==> src/rtl/nibble_serial_adder.sv <==
// nibble_serial_adder
//   Multi-cycle wide adder controller wrapped around an external 4-bit
//   combinational adder. It latches two W-bit operands (W = 4*NIBBLES) and a
//   carry-in. It then feeds the adder one nibble per cycle, LSB first, and
//   registers the carry between nibbles. The adder's Sum/co are collected
//   into the full-width result.
//
// Ports
//   clk, rst          clock; synchronous active-high reset
//   start             operation request, sampled only in IDLE
//   A, B, cin         operands, captured when start is accepted
//   add_A/add_B       current operand nibbles to the adder (0 outside RUN)
//   add_cin           registered inter-nibble carry to the adder (0 outside RUN)
//   add_Sum, add_co   adder outputs, combinational in the same cycle
//   busy              high while nibbles are being processed
//   done              one-cycle pulse after the last nibble
//   Sum, co           result; held between operations
module nibble_serial_adder #(
  parameter int NIBBLES = 4
) (
  input  logic                 clk,
  input  logic                 rst,
  input  logic                 start,
  input  logic [4*NIBBLES-1:0] A,
  input  logic [4*NIBBLES-1:0] B,
  input  logic                 cin,
  output logic [3:0]           add_A,
  output logic [3:0]           add_B,
  output logic                 add_cin,
  input  logic [3:0]           add_Sum,
  input  logic                 add_co,
  output logic                 busy,
  output logic                 done,
  output logic [4*NIBBLES-1:0] Sum,
  output logic                 co
);

  localparam int W  = 4*NIBBLES;
  localparam int CW = $clog2(NIBBLES+1);

  localparam logic [1:0] IDLE = 2'd0;
  localparam logic [1:0] RUN  = 2'd1;
  localparam logic [1:0] DONE = 2'd2;

  localparam logic [CW-1:0] LAST = CW'(NIBBLES-1);

  logic [1:0]    state;
  logic [CW-1:0] cnt;
  logic [W-1:0]  a_sh, b_sh, s_sh, s_nxt;
  logic          c_r;

  // Result shifts in from the top so that after NIBBLES steps the first
  // nibble has reached bit 0. A single-nibble build has nothing to shift.
  generate
    if (NIBBLES == 1) begin : g_one
      assign s_nxt = add_Sum;
    end else begin : g_many
      assign s_nxt = {add_Sum, s_sh[W-1:4]};
    end
  endgenerate

  // Adder inputs come straight from registers; gated so the adder sees
  // zeros whenever no operation is in flight.
  assign add_A   = (state == RUN) ? a_sh[3:0] : 4'd0;
  assign add_B   = (state == RUN) ? b_sh[3:0] : 4'd0;
  assign add_cin = (state == RUN) ? c_r       : 1'b0;
  assign busy    = (state == RUN);
  assign done    = (state == DONE);

  always_ff @(posedge clk) begin
    if (rst) begin
      state <= IDLE;
      cnt   <= '0;
      a_sh  <= '0;
      b_sh  <= '0;
      s_sh  <= '0;
      c_r   <= 1'b0;
      Sum   <= '0;
      co    <= 1'b0;
    end else begin
      case (state)
        IDLE: begin
          if (start) begin
            a_sh  <= A;
            b_sh  <= B;
            c_r   <= cin;
            cnt   <= '0;
            state <= RUN;
          end
        end
        RUN: begin
          s_sh <= s_nxt;
          c_r  <= add_co;
          a_sh <= a_sh >> 4;
          b_sh <= b_sh >> 4;
          cnt  <= cnt + CW'(1);
          if (cnt == LAST) begin
            // Sum/co move only here, so they hold through the RUN phase
            Sum   <= s_nxt;
            co    <= add_co;
            state <= DONE;
          end
        end
        DONE:    state <= IDLE;
        default: state <= IDLE;
      endcase
    end
  end

endmodule
==> config.mk <==
export PLATFORM = sky130hd
export DESIGN_NAME = nibble_serial_adder
export DESIGN_NICKNAME = d
export VERILOG_FILES = /design/src/rtl/nibble_serial_adder.sv
export SDC_FILE = /design/constraint.sdc
export NUM_CORES = 1
export LEC_CHECK = 0
export CAP_MARGIN = 20
export CORE_ASPECT_RATIO = 0.5
export CORE_MARGIN = 4
export CORE_UTILIZATION = 35
export DETAILED_ROUTE_END_ITERATION = 10
export PLACE_DENSITY = 0.6
export SKIP_CTS_REPAIR_TIMING = 1
export SYNTH_ARGS = -nofsm -noshare
export SYNTH_HDL_FRONTEND = slang
export SYNTH_SLANG_ARGS = --single-unit
==> constraint.sdc <==
create_clock -name clk -period 1.35 [get_ports clk]
set_input_delay 0.27 -clock clk [delete_from_list [all_inputs] [get_ports clk]]
set_output_delay 0.27 -clock clk [all_outputs]
set_load 0.1 [all_outputs]
Yosys cells after proc, flatten, opt, wreduce, memory -nomap -nowiden
Index checks and enable logic that the tools add are counted.
{ "op_classes": {"add_sub_neg": 1, "eq_ne": 5, "mux": 14, "n_reduce_logical": 5} }
{ "op_table": {"columns": ["op", "count"], "rows": [
  ["16-bit case mux with 2 select lines", 2],
  ["16-bit two-way mux", 2],
  ["4-bit two-way mux", 2],
  ["3-bit case mux with 2 select lines", 1],
  ["2-bit AND reduction", 3],
  ["2-bit two-way mux", 2],
  ["2-bit case mux with 2 select lines", 1],
  ["3-bit by 1-bit adder with 3-bit output (second input constant)", 1],
  ["3-bit by 2-bit == test with 1-bit output (second input constant)", 1],
  ["3-bit two-way mux", 1],
  ["2-bit by 1-bit == test with 1-bit output (second input constant)", 1],
  ["2-bit == test (second input constant)", 1],
  ["2-bit zero test", 1],
  ["1-bit two-way mux", 2],
  ["2-bit by 1-bit != test with 1-bit output (second input constant)", 1],
  ["2-bit != test (second input constant)", 1],
  ["1-bit case mux with 2 select lines", 1],
  ["2-bit nonzero test", 1]
]} }
{ "word_totals": {"register_bits": 71, "in_bits": 41, "out_inout_bits": 28, "wordCells": 33} }

Logic depth before layout (Yosys ltp)
{ "depth": {"depth_word": 3, "mapped_depth": 7} }

Least setup slack after synthesis
No wires, ideal clock.
{ "synth_path": {"path_kind": "register to output", "from": "reg state[1]", "to": "out add_A[0]", "arrival_ns": 2.492, "t_required_ns": 1.080, "slack_ns": -1.412, "path_stages_with_launch": 5, "path_cell_list": "dfxtp_1 -> nand2b_1 -> inv_1 -> clkbuf_1 -> and2_1"} }
{ "synth_between": {"elab_chain_len": 2} }
{ "synth_rtl": {"columns": ["element", "line_no", "text"], "rows": [
  ["start, declared", "47", "logic [1:0] state;"],
  ["start signal, assigned", "72", "state <= IDLE;"],
  ["start signal, assigned", "88", "state <= RUN;"],
  ["start signal, assigned", "101", "state <= DONE;"],
  ["2-bit by 1-bit == test with 1-bit output", null, null],
  ["via busy", "32", "output logic busy,"],
  ["4-bit two-way mux", "64", "assign add_A = (state == RUN) ? a_sh[3:0] : 4'd0;"],
  ["end, declared", "27", "output logic [3:0] add_A,"]
]} }
The timed path passes the listed nets, and every way through them passes these cells.

Worst setup path in the final report
{ "layout_path": {"from": "reg state[1]", "to": "out add_B[3]"} }
{ "layout_between": {"elab_chain_len": 2} }
{ "layout_rtl": {"columns": ["element", "line_no", "text"], "rows": [
  ["2-bit by 1-bit == test with 1-bit output", "65", "assign add_B = (state == RUN) ? b_sh[3:0] : 4'd0;"],
  ["4-bit two-way mux", "65", null],
  ["end, declared", "28", "output logic [3:0] add_B,"]
]} }
No other way between the ends.

==> key figures <==
Logic synthesis
  • Post-Synth Simple-Gate Area: 14.6%
  • Xor/xnor share of the synthesized area: 0%
  • Post-synth EDFFs: 0
  • Synthesized area per cell: 10.0 um2
  • Compound-gate portion of the synthesized area: 21.5%
  • Mux cell area share after synthesis: 9.29%
  • Unique masters post-synth: 32
  • Net Count, Synth: 323
  • Ys Warns: 0
  • Synth Cell Area: 0.00280 mm2
  • Post-synthesis sequential area ratio: 47.9%
  • Post-synthesis adder-cell area fraction: 0.893%
  • Largest family of logic cells by synthesized area: compound AO/OA/AOI/OAI gates
  • Mapped Cells: 280
  • Asr flop ratio synth: 0%
  • #FFs+latches synth: 67
  • Top_reg_cell synth: dfxtp_1

Pwr
  • Maximum vdd drop: 0.000712 V
  • Pleak: 1.65 nW
  • Design Power: 5.01 mW
  • PwrDens: 1100 mW/mm2

STA
  • Final hold violation count: 0
  • Setup TNS: -2340 ps
  • Achievable Freq: 657 MHz
  • Final setup margin: -173 ps
  • RSZ-0062 raised after global routing: yes
  • Final setup viols: 28
  • Worst-margin pin slew: 364 ps
  • Layout Skew: 6.09 ps
  • Minimum clock period: 1520 ps
  • Final slew viol count: 0
  • Min Hold Slack: 368 ps
  • Slew HR: 75.7%
  • Final Cycle Share: 113%

GRT
  • Global-route wire length before repair: 10400 um
  • GRT Total Usage: 13.8%
  • Largest net degree at the start of global routing: 26
  • Vias in the first global route: 2233
  • Number of antenna violations at the first check in global routing: 0
  • GRT Residual Overflow: 0

Clock network
  • Max clock buf depth: 2
  • H-tree depth: 3
  • Clock slew at reported path FFs: 50 ps
  • Clock latency on the worst-skew pair: 330 ps
  • CTS Buf Count: 9
  • CTS root buffer: clkbuf_16
  • TritonCTS clock tree: yes
  • CTS sink cnt: 67

Cells and area
  • Final net count: 400
  • Commonest non-fill, non-tap cells in the layout: 63 x dfxtp_1, 41 x nand2_1, 39 x clkdlybuf4s50_1
  • Layout cells sized above 1: 37.8%
  • Leading cell type in the layout, fill and taps excluded: dfxtp_1
  • Area grow syn2layout: 62.4%
  • Antenna cells: 0
  • Post-route cell area: 0.00455 mm2

Floorplan
  • Die X: 135 um
  • Row cnt: 22
  • Die Ht: 71.3 um
  • Boundary pin count: 69
  • Initial core utilization: 37.2%
  • Die area: 0.00959 mm2
  • Core area: 0.00754 mm2

Place
  • Pre-CTS setup slack: -340 ps
  • Global placer's final weighted congestion: 0.761
  • Placed cell area: 0.00396 mm2
  • # port buffers: 68
  • DP HPWL: 4440 um

Drt
  • 1st-iter DRT viols: 103
  • Initial DRT Pass Iterations: 4
  • Vias/cell: 4.91
  • Total Wirelength: 6900 um
  • Routed WL per cell: 14.7 um
  • Via count: 2306
  • Drt drc: 0
  • Post-route ant nets: 0

Critical path
  • Critical path endpoint category: output port
  • CP Max Fanout: 11
  • Slowest stage delay, CP: 340 ps
  • Crit path required time: 1080 ps
  • Cells along the critical path: nand2b_4 > inv_8 > and2_4 > buf_12
  • Critical Path Source Type: flop
  • Worst path slowest cell: dfxtp_2
  • Critical path origin: state[1]
  • Critical path type: reg -> out
  • RR Startpoint: cnt[1]
  • CP arrival: 1250 ps

Status
  • Status: finished, violations left
  • Failing checks: negative setup slack

Min path
  • Worst hold-check path type: in -> reg
  • Hold_sp: start

Run
  • Max Cap Violations: 0
## layout make-up
type	count	area, um2
multi-input cells	189	1540
inverters	3	18.8
well taps	108	135
flip-flops and latches	67	1350
clock buffers	15	288
repair buffers	87	1210
clock inverters	1	5.00
fillers	629	2990
## flip-flops by register name, summed over array words and instances, names as in the netlist
name   flops
co         1
a_sh      16
cnt        3
Sum       16
c_r        1
s_sh      12
state      2
b_sh      16
## report_power, final
part / total (mW) / leakage, nW / switching, mW / internal (mW)
clock: 2.22 / 0.146 / 0.780 / 1.44
combinational: 0.660 / 0.958 / 0.334 / 0.326
sequential: 2.13 / 0.549 / 0.0670 / 2.07
## per-layer routing
metal	share of wire, %	vias to the layer above	GRT usage (%)
met1	43	1107	15.6
met2	51	47	23.8
met4	1.9	0	6.09
met5	0	-	0
met3	4.8	14	5.12
li1	-	1138	-
## cell usage after synthesis (2+ instances only)
cell / n / area share [%]
a21oi_1: 34 / 6.1
a22oi_1: 3 / 0.80
and2_1: 9 / 2.0
buf_12: 2 / 1.4
buf_2: 5 / 0.89
buf_4: 3 / 0.80
buf_6: 3 / 1.2
clkbuf_1: 7 / 0.94
dfxtp_1: 67 / 48
ha_1: 2 / 0.89
inv_1: 3 / 0.40
mux2i_1: 26 / 9.3
nand2_1: 58 / 7.8
nand3b_1: 6 / 1.6
nor2_1: 6 / 0.80
nor2b_1: 2 / 0.45
nor3_1: 2 / 0.36
o21ai_0: 5 / 0.89
o2bb2ai_1: 5 / 1.6
o2bb2ai_2: 20 / 11
## worst paths after layout
kind | slack, ps | cells after the start | to
worst min-delay path | 370 | 3 | state[0]
worst max-delay path | -170 | 4 | add_B[3]
worst min register to register | 460 | 1 | a_sh[7]
worst max register to register | -80 | 8 | Sum[7]
## critical path: cells and delay by family, from the launching register on
family / cells / cell delay [ps]
buffers and inverters: 2 / 250
DFF: 1 / 340
and+or+nand+nor: 2 / 330
## metrics by stage
step,util (%),cells
floorplan,-,280
finish,60.4,470
global route,60.4,470
detailed placement,52.4,450
CTS,56.3,466
global placement,52.4,450
## logic make-up after synthesis
family,count (synthesis)
flip-flops,67
adder cells (fa/ha/maj),2
AND/OR/NAND/NOR,89
AO/OA/AOI/OAI,72
multiplexers,26
buffers and inverters,24
No activity file was read; power rests on OpenSTA's default activity.
